**src/rtl/uart_tx_sched_if.sv**
```systemverilog
// Handshake bundle between the two requesters, the config register and the UART transmitter.
// The slave modport is the scheduler's view; master is the environment driving it.
interface uart_tx_sched_if;
   logic [15:0] A_DATA;
   logic        A_VALID;
   logic        A_READY;
   logic [7:0]  B_DATA;
   logic        B_VALID;
   logic        B_READY;
   logic        CFG_PAR_EN;
   logic        CFG_PAR_TYP;
   logic        TX_BUSY;
   logic [7:0]  TX_P_DATA;
   logic        TX_DATA_VALID;
   logic        TX_PAR_EN;
   logic        TX_PAR_TYP;
   logic        SCHED_BUSY;
   logic        TO_ERR;

   modport slave (
      input  A_DATA, A_VALID, B_DATA, B_VALID, CFG_PAR_EN, CFG_PAR_TYP, TX_BUSY,
      output A_READY, B_READY, TX_P_DATA, TX_DATA_VALID, TX_PAR_EN, TX_PAR_TYP,
             SCHED_BUSY, TO_ERR
   );

   modport master (
      output A_DATA, A_VALID, B_DATA, B_VALID, CFG_PAR_EN, CFG_PAR_TYP, TX_BUSY,
      input  A_READY, B_READY, TX_P_DATA, TX_DATA_VALID, TX_PAR_EN, TX_PAR_TYP,
             SCHED_BUSY, TO_ERR
   );
endinterface

```
**src/rtl/uart_tx_sched.sv**
```systemverilog
// Round-robin frame scheduler sharing one UART transmitter between a 2-byte port A and a
// 1-byte port B, with per-transfer parity latching and a Busy-rise watchdog.
module uart_tx_sched #(
   parameter int unsigned BUSY_TIMEOUT = 8
) (
   input  logic           CLK,
   input  logic           RST,
   uart_tx_sched_if.slave bus
);

   typedef enum logic [1:0] {IDLE, ISSUE, WAIT_HI, WAIT_LO} state_t;

   localparam logic [7:0] TO_LAST = 8'(BUSY_TIMEOUT - 1);

   state_t      r_state, w_state_next;
   logic        r_ptr, w_ptr_next;          // 0: A has priority, 1: B has priority
   logic [7:0]  r_hi, w_hi_next;            // upper A byte awaiting its frame
   logic [1:0]  r_cnt, w_cnt_next;
   logic [7:0]  r_to_cnt, w_to_cnt_next;
   logic [7:0]  r_tx_data, w_tx_data_next;
   logic        r_tx_dv, w_tx_dv_next;
   logic        r_par_en, w_par_en_next;
   logic        r_par_typ, w_par_typ_next;
   logic        r_to_err, w_to_err_next;
   logic        w_can_grant, w_grant_a, w_grant_b;

   // RST gates the grant so READY is low while reset is held, not just after it.
   assign w_can_grant = (r_state == IDLE) && !bus.TX_BUSY && !RST;
   assign w_grant_a   = w_can_grant && bus.A_VALID && (!bus.B_VALID || !r_ptr);
   assign w_grant_b   = w_can_grant && bus.B_VALID && (!bus.A_VALID ||  r_ptr);

   always_comb begin
      w_state_next   = r_state;
      w_ptr_next     = r_ptr;
      w_hi_next      = r_hi;
      w_cnt_next     = r_cnt;
      w_to_cnt_next  = r_to_cnt;
      w_tx_data_next = r_tx_data;
      w_par_en_next  = r_par_en;
      w_par_typ_next = r_par_typ;
      w_tx_dv_next   = 1'b0;
      w_to_err_next  = 1'b0;

      case (r_state)
         IDLE: begin
            if (w_grant_a) begin
               w_hi_next      = bus.A_DATA[15:8];
               w_tx_data_next = bus.A_DATA[7:0];
               w_cnt_next     = 2'd2;
               w_ptr_next     = 1'b1;
               w_par_en_next  = bus.CFG_PAR_EN;
               w_par_typ_next = bus.CFG_PAR_TYP;
               w_tx_dv_next   = 1'b1;
               w_state_next   = ISSUE;
            end else if (w_grant_b) begin
               w_hi_next      = 8'h00;
               w_tx_data_next = bus.B_DATA;
               w_cnt_next     = 2'd1;
               w_ptr_next     = 1'b0;
               w_par_en_next  = bus.CFG_PAR_EN;
               w_par_typ_next = bus.CFG_PAR_TYP;
               w_tx_dv_next   = 1'b1;
               w_state_next   = ISSUE;
            end
         end
         ISSUE: begin
            w_to_cnt_next = 8'd0;
            w_state_next  = WAIT_HI;
         end
         WAIT_HI: begin
            if (bus.TX_BUSY) begin
               w_state_next = WAIT_LO;
            end else if (r_to_cnt == TO_LAST) begin
               // Transmitter never started: drop the rest of the transfer.
               w_to_err_next = 1'b1;
               w_cnt_next    = 2'd0;
               w_state_next  = IDLE;
            end else begin
               w_to_cnt_next = r_to_cnt + 8'd1;
            end
         end
         WAIT_LO: begin
            if (!bus.TX_BUSY) begin
               w_cnt_next = r_cnt - 2'd1;
               if (r_cnt == 2'd2) begin
                  w_tx_data_next = r_hi;
                  w_tx_dv_next   = 1'b1;
                  w_state_next   = ISSUE;
               end else begin
                  w_state_next = IDLE;
               end
            end
         end
         default: w_state_next = IDLE;
      endcase
   end

   always_ff @(posedge CLK or posedge RST) begin
      if (RST) begin
         r_state   <= IDLE;
         r_ptr     <= 1'b0;
         r_hi      <= 8'h00;
         r_cnt     <= 2'd0;
         r_to_cnt  <= 8'd0;
         r_tx_data <= 8'h00;
         r_tx_dv   <= 1'b0;
         r_par_en  <= 1'b0;
         r_par_typ <= 1'b0;
         r_to_err  <= 1'b0;
      end else begin
         r_state   <= w_state_next;
         r_ptr     <= w_ptr_next;
         r_hi      <= w_hi_next;
         r_cnt     <= w_cnt_next;
         r_to_cnt  <= w_to_cnt_next;
         r_tx_data <= w_tx_data_next;
         r_tx_dv   <= w_tx_dv_next;
         r_par_en  <= w_par_en_next;
         r_par_typ <= w_par_typ_next;
         r_to_err  <= w_to_err_next;
      end
   end

   assign bus.A_READY       = w_grant_a;
   assign bus.B_READY       = w_grant_b;
   assign bus.TX_P_DATA     = r_tx_data;
   assign bus.TX_DATA_VALID = r_tx_dv;
   assign bus.TX_PAR_EN     = r_par_en;
   assign bus.TX_PAR_TYP    = r_par_typ;
   assign bus.SCHED_BUSY    = (r_state != IDLE);
   assign bus.TO_ERR        = r_to_err;

endmodule

```
**src/flat_wrapper.sv**
```systemverilog
// flat-port wrapper written by rule: the top's interface ports become plain ports
module uart_tx_sched_flat 
#(
   parameter int unsigned BUSY_TIMEOUT = 8
)
  (CLK, RST, bus_A_DATA, bus_A_VALID, bus_B_DATA, bus_B_VALID, bus_CFG_PAR_EN, bus_CFG_PAR_TYP, bus_TX_BUSY, bus_A_READY, bus_B_READY, bus_TX_P_DATA, bus_TX_DATA_VALID, bus_TX_PAR_EN, bus_TX_PAR_TYP, bus_SCHED_BUSY, bus_TO_ERR);
  uart_tx_sched_if bus_i ();
  input  logic CLK;
  input  logic RST;
  input wire logic [$bits(bus_i.A_DATA)-1:0] bus_A_DATA;
  input wire logic [$bits(bus_i.A_VALID)-1:0] bus_A_VALID;
  input wire logic [$bits(bus_i.B_DATA)-1:0] bus_B_DATA;
  input wire logic [$bits(bus_i.B_VALID)-1:0] bus_B_VALID;
  input wire logic [$bits(bus_i.CFG_PAR_EN)-1:0] bus_CFG_PAR_EN;
  input wire logic [$bits(bus_i.CFG_PAR_TYP)-1:0] bus_CFG_PAR_TYP;
  input wire logic [$bits(bus_i.TX_BUSY)-1:0] bus_TX_BUSY;
  output wire logic [$bits(bus_i.A_READY)-1:0] bus_A_READY;
  output wire logic [$bits(bus_i.B_READY)-1:0] bus_B_READY;
  output wire logic [$bits(bus_i.TX_P_DATA)-1:0] bus_TX_P_DATA;
  output wire logic [$bits(bus_i.TX_DATA_VALID)-1:0] bus_TX_DATA_VALID;
  output wire logic [$bits(bus_i.TX_PAR_EN)-1:0] bus_TX_PAR_EN;
  output wire logic [$bits(bus_i.TX_PAR_TYP)-1:0] bus_TX_PAR_TYP;
  output wire logic [$bits(bus_i.SCHED_BUSY)-1:0] bus_SCHED_BUSY;
  output wire logic [$bits(bus_i.TO_ERR)-1:0] bus_TO_ERR;
  assign bus_i.A_DATA = bus_A_DATA;
  assign bus_i.A_VALID = bus_A_VALID;
  assign bus_i.B_DATA = bus_B_DATA;
  assign bus_i.B_VALID = bus_B_VALID;
  assign bus_i.CFG_PAR_EN = bus_CFG_PAR_EN;
  assign bus_i.CFG_PAR_TYP = bus_CFG_PAR_TYP;
  assign bus_i.TX_BUSY = bus_TX_BUSY;
  assign bus_A_READY = bus_i.A_READY;
  assign bus_B_READY = bus_i.B_READY;
  assign bus_TX_P_DATA = bus_i.TX_P_DATA;
  assign bus_TX_DATA_VALID = bus_i.TX_DATA_VALID;
  assign bus_TX_PAR_EN = bus_i.TX_PAR_EN;
  assign bus_TX_PAR_TYP = bus_i.TX_PAR_TYP;
  assign bus_SCHED_BUSY = bus_i.SCHED_BUSY;
  assign bus_TO_ERR = bus_i.TO_ERR;
  uart_tx_sched #(.BUSY_TIMEOUT(BUSY_TIMEOUT)) u_core (.CLK(CLK), .RST(RST), .bus(bus_i));
endmodule
```
**config.mk**
```make
export PLATFORM = sky130hd
export DESIGN_NAME = uart_tx_sched_flat
export DESIGN_NICKNAME = d
export VERILOG_FILES = /design/src/rtl/uart_tx_sched_if.sv /design/src/rtl/uart_tx_sched.sv /design/src/flat_wrapper.sv
export SDC_FILE = /design/constraint.sdc
export NUM_CORES = 1
export LEC_CHECK = 0
export ABC_AREA = 0
export BUFFER_PORTS_ARGS = -buffer_cell sky130_fd_sc_hd__buf_4
export CAP_MARGIN = 40
export CORE_MARGIN = 2
export CORE_UTILIZATION = 47
export CTS_BUF_LIST = sky130_fd_sc_hd__clkbuf_8 sky130_fd_sc_hd__clkbuf_16
export CTS_CLUSTER_DIAMETER = 100
export DETAILED_ROUTE_END_ITERATION = 8
export GPL_TIMING_DRIVEN = 0
export PLACE_DENSITY = 0.75
export SYNTH_ARGS = -nofsm -noshare
export SYNTH_HDL_FRONTEND = slang
export SYNTH_SLANG_ARGS = --single-unit
```
**constraint.sdc**
```tcl
create_clock -name CLK -period 1.9 [get_ports CLK]
set_clock_uncertainty 0.05 [all_clocks]
set_input_delay 0.095 -clock CLK [delete_from_list [all_inputs] [get_ports CLK]]
set_output_delay 0.095 -clock CLK [all_outputs]
set_load 0.03 [all_outputs]
```
# --- Word level (Yosys, flattened, before mapping) ---
# Index checks and enable logic that the tools add are counted.
totals:
  ff_bits: 33
  input_bits: 31
  out_inout_bits: 15
  word_cells: 83
op_classes:
  n_addsub: 2
  n_eq_ne: 12
  mux: 35
  reduce_logical: 24
ops:
  columns: ["cell", "n"]
  rows:
  - ["8-bit two-way mux", 8]
  - ["8-bit one-hot mux with 2 select lines", 2]
  - ["2-bit two-way mux", 8]
  - ["1-bit two-way mux", 14]
  - ["8-bit by 1-bit adder with 8-bit output, second input constant", 1]
  - ["8-bit by 3-bit == test with 1-bit output, second input constant", 1]
  - ["2-bit one-hot mux with 4 select lines", 1]
  - ["2-bit nonzero test", 4]
  - ["2-bit == test, second input constant", 3]
  - ["1-bit logical AND", 6]
  - ["2-bit != test, second input constant", 3]
  - ["2-bit one-hot mux with 3 select lines", 1]
  - ["3-bit AND reduction", 2]
  - ["1-bit logical NOT", 5]
  - ["5-bit AND reduction", 1]
  - ["2-bit by 1-bit != test with 1-bit output, second input constant", 2]
  - ["4-bit AND reduction", 1]
  - ["3-bit by 2-bit != test with 1-bit output, second input constant", 1]
  - ["3-bit != test, second input constant", 1]
  - ["3-bit nonzero test", 1]
  - ["2-bit by 1-bit == test with 1-bit output, second input constant", 1]
  - ["2-bit logical NOT", 1]
  - ["1-bit logical OR", 2]
  - ["1-bit one-hot mux with 2 select lines", 1]
  - ["2 further kinds", 2]

# --- Logic depth before layout (Yosys ltp) ---
# Gate-level depths: netlist of the first run.
depth:
  depth_word: 8
  mapped_depth: 8
  mapped_depth_nobuf: 7

# --- Worst setup path before layout of the first run ---
# OpenSTA, ideal clock, no wires.
synth_path:
  path_type: "flip-flop to flip-flop"
  startpoint: "register u_core.r_state[0]"
  endpoint: "register u_core.r_cnt[0]"
  t_arrival_ns: 1.708
  required_time_ns: 1.724
  setup_slack_ns: 0.016
  path_stages_with_launch: 9
  n_path_buf: 1
  period_less_slack_ns: 1.884
  path_cell_list: "dfrtp_1 -> inv_1 -> ha_1 -> nor3b_2 -> nand2_2 -> clkinv_1 -> buf_2 -> a2bb2oi_1 -> o22ai_1"
synth_between:
  elab_chain_len: 7
synth_lines:
  columns: ["element", "line_no", "rtl"]
  rows:
  - ["start, declared", "uart_tx_sched.sv:15", "state_t r_state, w_state_next;"]
  - ["start signal, assigned", "uart_tx_sched.sv:111", "r_state <= w_state_next;"]
  - ["2-bit logical NOT *", "uart_tx_sched.sv:28", "assign w_can_grant = (r_state == IDLE) && !bus.TX_BUSY && !RST;"]
  - ["1-bit logical AND * (2 in series)", "uart_tx_sched.sv:28", null]
  - ["1-bit logical AND * (2 in series)", "uart_tx_sched.sv:29", "assign w_grant_a = w_can_grant && bus.A_VALID && (!bus.B_VALID || !r_ptr);"]
  - ["named net bus_A_READY", "flat_wrapper.sv:17", "output wire logic [$bits(bus_i.A_READY)-1:0] bus_A_READY;"]
  - ["3-bit != test (no source line) or 2-bit two-way mux (tied branches)", null, null]
  - ["5-bit AND reduction (no source line) or 2-bit one-hot mux with 3 select lines (tied branches)", null, null]
  - ["end signal, assigned", "uart_tx_sched.sv:114", "r_cnt <= w_cnt_next;"]
  - ["end, declared", "uart_tx_sched.sv:18", "logic [1:0] r_cnt, w_cnt_next;"]
# The timed path passes the listed nets; every way through them passes the cells marked *.
# A chain may end at the register's enable or synchronous reset.

# --- Worst setup path after layout of the first run ---
layout_path:
  startpoint: "register u_core.r_state[0]"
  endpoint: "output port bus_B_READY"
layout_between:
  elab_chain_len: 5
layout_lines:
  columns: ["element", "line_no", "rtl"]
  rows:
  - ["2-bit logical NOT", "uart_tx_sched.sv:28", null]
  - ["1-bit logical AND (2 in series)", "uart_tx_sched.sv:28", null]
  - ["1-bit logical AND (2 in series)", "uart_tx_sched.sv:30", "assign w_grant_b = w_can_grant && bus.B_VALID && (!bus.A_VALID || r_ptr);"]
  - ["end, declared", "flat_wrapper.sv:18", "output wire logic [$bits(bus_i.B_READY)-1:0] bus_B_READY;"]
# No other way between the ends.

==> impl_results.md, run 1 <==
* Nets@finish at 288
* Largest area contributor in the netlist: dfrtp_1
* Gr usage total at 24.0%
* H-tree depth at 2
* Diode count at 0
* Final setup margin at -61.0 ps
* Die Y at 66.2 um
* Largest delay share family, worst path: buffers and inverters
* Share of layout cells above drive strength 1 at a little over a third
* Critical path launch point: u_core.r_state[0]
* Largest cells by area after synthesis: dfrtp_1 (45%), ha_1 (4.8%), a22o_1 (3.9%)
* RD Place Congestion at 0.770
* Slew Limit Headroom at 54.6%
* Status: finished with violations
* RSZ-0062 raised after global routing: yes
* Initial antenna violation count at 0
* DR iter-0 viols at 140
* Most used DFF post-synth: dfrtp_1
* Share of the synthesized area in the top cell type at 45.5%
* Max-Cap Viols at 0
* Number of synthesized flops with an enable pin at 0
* Crit-path cells: inv_2, ha_4, nor3b_4, buf_6, nand2_1, a21oi_2, buf_6
* Crit path max-delay cell type: dfrtp_1
* Clock latency on the worst-skew pair at 290 ps
* Residual DRC at 0
* Pin count of the biggest net entering global routing at 22
* Final wirelength at 5.19 mm
* Full die area at around 4400 um2
* Post-Synthesis Cells at about 180
* Overflow after GRT at 0
* Crit path time final at between 1500 and 2000 ps
* Least-Margin Pin Slew at 676 ps
* Minimum hold slack at ~110 ps
* Arr. time, crit path at 1820 ps
* Slew Limit Fails at 0
* Crit-path most repeated cell: buf_6
* Clk sink count at 33
* Vias at roughly 1,700
* CP Buf/Inv Count at 3
* Post-Syn Area at 1820 um2
* Max Clk Rate at 0.510 GHz
* Worst vdd ir at 869 uV
* Worst slack at placement at -143 ps
* Startpoint types: flip-flop
* Crit end category: primary output
* First-pass DRT Iterations at 4
* Vias per cell at 5.75
* Flops & latches, synth at 33
* Die width at 66.2 um
* Clock transition at path regs at approximately 70 ps
* Total core area at 3690 um2
* Top Ports at 46
* Power Density at 1440 nW/um2
* Final HPWL DP at 3.07 mm
* Hold_sp: bus_B_DATA[0]
* Seq/Total Area, Yosys at 45.5%
* Syn Area/Cell at 10.3 um2
* Port Buf Inserts at 44
* Critical path required time at roughly 1800 ps
* Post-DR wirelength/cell at 17.4 um
* CP max stage delay at 410 ps
* Synthesis-to-layout area growth at 46.8%
* Clock root buffer: clkbuf_8
* CTS tree: done
* Failing checks: negative setup slack
* Hold Crit Class: primary input to flip-flop
* Worst-case clock buffer depth at 2
* P_leak at 1.28 nW
* Setup CP Type: flip-flop to primary output
* Synthesized net count at 215
* Initial core utilization at 49.2%
* FFs w/ async S/R, synth at 100%
* Highest net fanout along the worst path at 4
* Worst reg2reg startpoint: u_core.r_state[0]
* Cell variety after synth at 49
* Fillers at 267
* # setup viols final at 1
* Warnings from Yosys at 0
* Site Rows at 22
* ANT nets after route at 0
* CTS Buf Count at 5
* Final core utilization at 72.3%
* Final worst path period share at 103%
* Final hold vios at 0
* Number of global-route vias before repair at 1,603
* First-pass GRT wire length at 7.72 mm
[per-layer routing]
metal,vias up,GRT usage (%),part of all wire (%),routed length [um]
li1,806,-,-,-
met4,0,12.5,3.0,156
met3,16,4.94,6.0,314
met2,78,36.1,49,2530
met5,-,0,0,0
met1,820,32.5,42,2190
[cells by family (layout without fill, tap and decap cells)]
kind of cell	count (synthesis)	count (layout)	synth area share [%]
flip-flops	33	33	45.5
AND/OR/NAND/NOR	50	50	15.2
buffers and inverters	18	92	4.96
adder cells (fa/ha/maj)	7	7	4.82
XOR/XNOR	5	5	2.41
AO/OA/AOI/OAI	61	61	25.3
multiplexers	3	3	1.86
[cell usage after synthesis (2+ instances only)]
cell      number
a211oi_1       8
a21oi_1        6
a22o_1         8
a31oi_1        3
a41oi_1        2
and3_1         9
buf_2          3
buf_6          2
clkbuf_1       3
dfrtp_1       33
ha_1           7
inv_1          7
mux2_1         2
nand2_1        5
nand2b_1       2
nand3_1        6
nor2_1        14
nor2b_1        2
o21ai_0       12
o31ai_1        9
or2_1          2
xor2_1         5
[worst register-to-register path, cell delays in order (launching register included)]
cell	delay [ps]
dfrtp_1	410
ha_1	220
clkbuf_4	170
or2_4	280
a21oi_4	180
nand3_1	120
mux2_4	340
[flip-flops by register name (all words and copies together), names as in the netlist]
register                  cells
u_core.bus.TX_P_DATA          8
u_core.r_to_cnt               8
u_core.r_ptr                  1
u_core.bus.TX_DATA_VALID      1
u_core.r_hi                   8
u_core.bus.TX_PAR_EN          1
u_core.bus.TO_ERR             1
u_core.r_cnt                  2
u_core.r_state                2
u_core.bus.TX_PAR_TYP         1
[cells in the final DEF, fill, tap and decap left out, drive strengths merged, types with 2 or more instances in the layout]
cell type    netlist  layout
o21ai             13      13
a31oi              3       3
nor2b              2       2
and3               9       9
or3                2       2
dfrtp             33      33
buf                6      61
nand2              6       6
or2                3       3
nor2              14      14
clkbuf             3       8
a41oi              2       2
a21boi             2       2
a21oi              6       6
inv                8       9
dlygate4sd3        0      12
ha                 7       7
nand3              6       6
a211oi             8       8
a22o               8       8
o31ai             11      11
xor2               5       5
nand2b             2       2
mux2               3       3
[repair_timing]
item | CTS | global route
gates resized for setup | 16 | 15
hold buffers | 12 | 0
endpoints found under the setup margin | 22 | 17
endpoints found under the hold margin | 23 | 0
pin swaps | 2 | 12
setup buffers | 4 | 6
[power by group]
part | switching (W) | internal (W) | leakage, nW
Sequential | 0.000158 | 0.000960 | 0.428
Clock | 0.000267 | 0.000422 | 0.0626
Combinational | 0.00112 | 0.000901 | 0.794
[per-stage QoR]
| stage | std cells | cell area [um2] | setup TNS (ps) | power [W] |
|---|---|---|---|---|
| 2_1_floorplan | 177 | 1820 | 0 | 0.00223 |
| 5_1_grt | 299 | 2670 | -457 | 0.00406 |
| 4_1_cts | 294 | 2550 | -49.2 | 0.00356 |
| 6_report | 299 | 2670 | -61.0 | 0.00383 |
| 3_5_place_dp | 270 | 2230 | -1290 | 0.00272 |
| 3_3_place_gp | 269 | 2210 | -1260 | 0.00269 |
[layout make-up]
cell class / instances / area (um2) / area share (%)
clock buffers: 6 / 82.6 / 3.10
plain buffers: 8 / 68.8 / 2.58
flip-flops and latches: 33 / 826 / 31.0
clock inverters: 2 / 33.8 / 1.27
well taps: 48 / 60.1 / 2.25
repair buffers: 67 / 561 / 21.0
inverters: 9 / 37.5 / 1.41
multi-input cells: 126 / 996 / 37.4
[path summary, 6_finish.rpt]
| check | slack [ps] | endpoint | depth (start not counted) |
|---|---|---|---|
| min in group asynchronous | 440 | u_core.bus.TX_DATA_VALID | 3 |
| setup / recovery | -60 | bus_B_READY | 7 |
| hold / removal | 110 | u_core.bus.TX_P_DATA[0] | 3 |
| hold reg to reg | 450 | u_core.r_hi[2] | 1 |
| max in group asynchronous | 840 | u_core.bus.TX_P_DATA[6] | 4 |
| setup reg to reg | 20 | u_core.r_cnt[1] | 6 |
Note: power is estimated with default switching activity, not from simulation.
==> inputs of run 2 (changes only) <==
- CORE_UTILIZATION: 47 -> 49
- CTS_BUF_LIST: sky130_fd_sc_hd__clkbuf_8 sky130_fd_sc_hd__clkbuf_16 -> sky130_fd_sc_hd__clkbuf_2
- PLACE_DENSITY: 0.75 -> 0.78
- SKIP_LAST_GASP: default -> 1
==> impl_results.md, run 2 (same netlist as run 1, synthesis figures left out) <==
* Status: finished with violations
* Failing checks: negative hold slack, negative setup slack
* RD Place Congestion at 0.776 (+0.86%)
* Worst-case clock buffer depth at 2 (unchanged)
* Crit path max-delay cell type: dfrtp_1
* RSZ-0062 raised after global routing: yes
* Gr usage total at 25.1% (+1.1 points)
* Port Buf Inserts at 44 (unchanged)
* Minimum hold slack at -29.1 ps (-136 ps)
* Final hold vios at 2 (+2)
* Total core area at 3610 um2 (-2.2%)
* Clock root buffer: clkbuf_2
* Setup CP Type: flip-flop to primary output
* Final worst path period share at 105% (+2.1 points)
* Fillers at 256 (-4.1%)
* Diode count at 0 (unchanged)
* Hold Crit Class: primary input to flip-flop
* Worst slack at placement at -242 ps (-99.3 ps)
* CTS tree: done
* Die Y at 64.9 um (-1.9%)
* First-pass GRT wire length at 8.08 mm (+4.6%)
* Synthesis-to-layout area growth at 46.5%
* Crit path time final at 2000 ps (+40.7 ps)
* Final setup margin at -102 ps (-40.7 ps)
* Residual DRC at 0 (unchanged)
* ANT nets after route at 0 (unchanged)
* Overflow after GRT at 0 (unchanged)
* CTS Buf Count at 5 (unchanged)
* CP max stage delay at 420 ps (about the same)
* Post-DR wirelength/cell at 17.1 um (-1.8%)
* Clk sink count at 33 (unchanged)
* Pin count of the biggest net entering global routing at 18 (-18%)
* Slew Limit Fails at 0 (unchanged)
* Die width at 64.9 um (-1.9%)
* Most common cell after layout, fill and taps aside: buf_4
* Vias per cell at 5.67 (-1.4%)
* Crit end category: primary output
* First-pass DRT Iterations at 4 (unchanged)
* DR iter-0 viols at 171 (+22%)
* Initial core utilization at 50.3% (+1.1 points)
* Crit-path cells: inv_2, ha_4, nor3b_4, buf_6, nand2_2, a21oi_2, buf_6
* Least-Margin Pin Slew at 742 ps (+66.6 ps)
* Full die area at 4210 um2 (-3.8%)
* Final HPWL DP at 3.22 mm (+4.8%)
* Initial antenna violation count at 0 (unchanged)
* CP Buf/Inv Count at 3 (unchanged)
* Clock transition at path regs at 160 ps (+90 ps)
* Startpoint types: flip-flop
* Clock latency on the worst-skew pair at 390 ps (+100 ps)
* Largest delay share family, worst path: flip-flops
* Crit-path most repeated cell: buf_6
* Final wirelength at 5.24 mm (+0.79%)
* Sequential cell area at 826 um2 (unchanged)
* P_leak at 1.28 nW (-0.67%)
* Arr. time, crit path at 1860 ps (+40 ps)
* Slew Limit Headroom at 50.5% (-4.1 points)
* Critical path required time at 1750 ps (about the same)
* H-tree depth at 2 (unchanged)
* Worst vdd ir at 653 uV (-25%)
* Share of layout cells above drive strength 1 at 38.2% (+2.0 points)
* Site Rows at 22 (unchanged)
* Area occupied by multi-input gates at 1000 um2 (+0.38%)
* Max-Cap Viols at 0 (unchanged)
* Max Clk Rate at 0.500 GHz (-2.0%)
* Nets@finish at 297 (+3.1%)
* Power Density at 1310 nW/um2 (-8.8%)
* Most frequent cells in the layout: buf_4 (60), dfrtp_1 (33), dlygate4sd3_1 (15), nor2_1 (14), o21ai_0 (12)
* Number of global-route vias before repair at 1,672 (+4.3%)
* Top Ports at 46 (unchanged)
* Highest net fanout along the worst path at 4 (unchanged)
* Vias at 1,742 (+1.3%)
* # setup viols final at 8 (+7)
## run 2: cell types whose count changed in the layout (fill, tap and decap cells not counted), moves of 2 or more
cell           previous run  this run
a211oi_1                  8         6
a211oi_2                  0         2
and3_1                    9         6
and3_4                    0         3
buf_4                    53        60
clkbuf_2                  0         6
clkbuf_8                  6         0
clkinv_1                  0         2
dlygate4sd3_1            12        15
## run 2: final timing paths
path	to	slack (ps)	from	depth (start not counted)
min	u_core.bus.TX_P_DATA[1]	-30	bus_B_DATA[1]	3
min reg2reg	u_core.r_hi[1]	470	u_core.r_hi[1]	1
max	bus_B_READY	-100	u_core.r_state[0]	7
max in group asynchronous	u_core.r_hi[3]	910	RST	4
max reg2reg	u_core.bus.TX_P_DATA[6]	-80	u_core.r_state[0]	9
min in group asynchronous	u_core.r_ptr	360	RST	3
## run 2: what timing repair did
item	in CTS	in global routing
gates resized for setup	20	16
hold buffers	14	1
endpoints found under the hold margin	28	1
pin swaps	3	12
buffers inserted	9	7
endpoints found under the setup margin	23	17
## run 2: layer usage
metal  global-route usage (%)  up-vias  routed length, um
met5                        0        -                  0
met4                     7.98        0                 92
met3                     5.90       11                248
met2                     41.8       52               2610
met1                     32.1      853               2290
li1                         -      826                  -
## run 2: area by class of cell
| class | count | share of cell area [%] |
|---|---|---|
| plain buffers | 8 | 2.45 |
| well taps | 48 | 2.26 |
| flip-flops and latches | 33 | 31.0 |
| inverters | 9 | 1.36 |
| clock buffers | 6 | 1.13 |
| multi-input cells | 126 | 37.6 |
| repair buffers | 76 | 24.0 |
| clock inverters | 1 | 0.141 |
## run 2: through the flow
| step | TNS, ps | instances | utilization, % | total power, W | instance area [um2] |
|---|---|---|---|---|---|
| 2_1_floorplan | 0 | 177 | - | 0.00223 | 1820 |
| 3_3_place_gp | -1520 | 269 | 61.2 | 0.00269 | 2210 |
| 3_5_place_dp | -2200 | 270 | 61.9 | 0.00274 | 2230 |
| 4_1_cts | -168 | 299 | 70.4 | 0.00330 | 2540 |
| 5_1_grt | -1700 | 307 | 73.8 | 0.00369 | 2660 |
| 6_report | -358 | 307 | 73.8 | 0.00348 | 2660 |
## run 2: worst reg2reg max path: stages, from the launching register on
cell and delay, ps:
dfrtp_1 420, inv_2 100, ha_4 130, nor3b_4 320
buf_6 160, buf_4 100, buf_6 110, and3_1 160
a211oi_1 60, o31ai_1 280
## run 2: power by group
group          switching, W  internal, W  total, W
combinational       0.00114     0.000913   0.00205
sequential         0.000155     0.000957   0.00111
clock              0.000234    0.0000856  0.000320
total               0.00153      0.00196   0.00348
==> inputs of run 3 (changes only) <==
- CAP_MARGIN: 40 -> default
- CORE_UTILIZATION: 49 -> 59
- PLACE_DENSITY: 0.78 -> 0.87
- clock period: 1.9 -> 2.4 ns (I/O delays scaled with it)
==> impl_results.md, run 3 (same netlist as run 1, synthesis figures left out) <==
* Gr usage total at 28.6% (+3.5 points)
* Final HPWL DP at 3.14 mm (-2.7%)
* Sequential cell area at 826 um2 (unchanged)
* First-pass GRT wire length at 7.32 mm (-9.4%)
* Vias per cell at 6.19 (+9.1%)
* Crit end category: primary output
* Residual DRC at 0 (unchanged)
* Arr. time, crit path at 2160 ps (+300 ps)
* Worst-case clock buffer depth at 2 (unchanged)
* Fillers at 166 (-35%)
* Final wirelength at 4.74 mm (-9.4%)
* Critical path required time at 2230 ps (+480 ps)
* Initial antenna violation count at 0 (unchanged)
* Clock latency on the worst-skew pair at 380 ps (about the same)
* Number of global-route vias before repair at 1,671 (-0.060%)
* Most common cell after layout, fill and taps aside: buf_4
* CTS tree: done
* Pin count of the biggest net entering global routing at 34 (+16)
* Least-Margin Pin Slew at 683 ps (-59.3 ps)
* Final setup margin at 71.6 ps (+173 ps)
* ANT nets after route at 0 (unchanged)
* DP Area at 2190 um2 (-2.1%)
* Setup TNS at 0 ps (+358 ps)
* # setup viols final at 0 (-8)
* Status: finished, final reports clean
* Overflow after GRT at 0 (unchanged)
* Final hold vios at 0 (-2)
* Die Y at 59.5 um (-8.3%)
* P_leak at 1.17 nW (-8.0%)
* Clock root buffer: clkbuf_2
* Hold Crit Class: primary input to flip-flop
* Nets@finish at 279 (-6.1%)
* RD Place Congestion at 0.888 (+14%)
* Slew Limit Fails at 0 (unchanged)
* Top Ports at 46 (unchanged)
* H-tree depth at 2 (unchanged)
* Worst vdd ir at 764 uV (+17%)
* Area occupied by multi-input gates at 913 um2 (-8.6%)
* First-pass DRT Iterations at 4 (unchanged)
* DR iter-0 viols at 167 (-2.3%)
* Crit path time final at 2330 ps
* Total core area at 2980 um2 (-17%)
* Synthesis-to-layout area growth at 32.2%
* Share of layout cells above drive strength 1 at 28.5% (-9.7 points)
* Clock transition at path regs at 170 ps (about the same)
* Site Rows at 20 (-9.1%)
* Initial core utilization at 61.0% (+11 points)
* Startpoint types: flip-flop
* Highest net fanout along the worst path at 10 (+6)
* Clk sink count at 33 (unchanged)
* RSZ-0062 raised after global routing: yes
* Die width at 59.5 um (-8.3%)
* Setup CP Type: flip-flop to primary output
* Pwr Total at 0.00251 W (-28%)
* Most frequent cells in the layout: buf_4 (45), dfrtp_1 (33), nor2_1 (14), dlygate4sd3_1 (13), o21ai_0 (12)
* Port Buf Inserts at 44 (unchanged)
* Max Clk Rate at roughly 0.43 GHz
* Slew Limit Headroom at 54.4% (+3.9 points)
* Max-Cap Viols at 0 (unchanged)
* Diode count at 0 (unchanged)
* Final instance area at 2400 um2 (-9.8%)
* Full die area at 3540 um2 (-16%)
* Worst slack at placement at 326 ps (+567 ps)
* Post-DR wirelength/cell at 17.3 um (+1.2%)
* CTS Buf Count at 5 (unchanged)
* Final worst path period share at 97.0%
* Vias at 1,703 (-2.2%)
* Power Density at 1040 nW/um2 (-20%)
run 3: cell count changes in the layout (fill, tap and decap cells not counted), sizes merged:
| cell | change |
|---|---|
| buf | -18 |
| clkbuf | +2 |
| clkinv | +2 |
| dlygate4sd3 | -2 |
| inv | -1 |
run 3: worst paths after layout:
path	from	end	slack, ps	cells past startpoint
worst min register to register	u_core.bus.TX_PAR_TYP	u_core.bus.TX_PAR_TYP	470	1
worst max register to register	u_core.r_state[0]	u_core.bus.TX_P_DATA[4]	250	7
worst min-delay path	bus_B_DATA[2]	u_core.bus.TX_P_DATA[2]	60	3
worst max-delay path	u_core.r_state[0]	bus_B_READY	70	7
max in group asynchronous	RST	u_core.r_to_cnt[5]	1680	4
min in group asynchronous	RST	u_core.r_hi[1]	200	3
run 3: through the flow:
| stage | instances | utilization, % | hold slack (ps) |
|---|---|---|---|
| 6_report | 275 | 80.6 | 59.1 |
| 5_1_grt | 275 | 80.6 | 44.2 |
| 4_1_cts | 274 | 78.8 | 43.7 |
| 3_5_place_dp | 254 | 73.4 | 291 |
| 3_3_place_gp | 254 | 73.4 | 288 |
| 2_1_floorplan | 177 | - | 174 |
run 3: critical path: stages (launching register included):
cell     delay [ps]
dfrtp_1         460
inv_1           130
ha_2            240
nor3b_4         310
buf_6           190
nand2_1          70
a21oi_1         180
buf_4           210
run 3: layout make-up:
| type | count | area share [%] |
|---|---|---|
| sequential | 33 | 34.4 |
| inverter | 9 | 1.41 |
| timing repair buffer | 58 | 20.3 |
| tap | 33 | 1.72 |
| buffer | 8 | 2.40 |
| clock inverter | 2 | 0.417 |
| multi-input combinational | 126 | 38.1 |
| clock buffer | 6 | 1.25 |
run 3: power breakdown:
group	switching [W]	leakage [nW]	internal, W
Sequential	0.000140	0.428	0.000757
Combinational	0.000790	0.714	0.000552
Clock	0.000194	0.0327	0.0000731
run 3: timing repair:
| item | CTS | global route |
|---|---|---|
| resized for setup | 0 | 6 |
| hold endpoints to repair | 12 | 33 |
| setup buffers | 0 | 0 |
| setup endpoints to repair | 0 | 2 |
| hold buffers | 12 | 1 |
run 3: metal layers:
metal  wire length (um)  up-vias  track usage, %
met3                304       22            4.80
met4                183        0            19.2
met1               2010      816            35.5
met5                  0        -               0
li1                   -      787               -
met2               2240       78            45.4
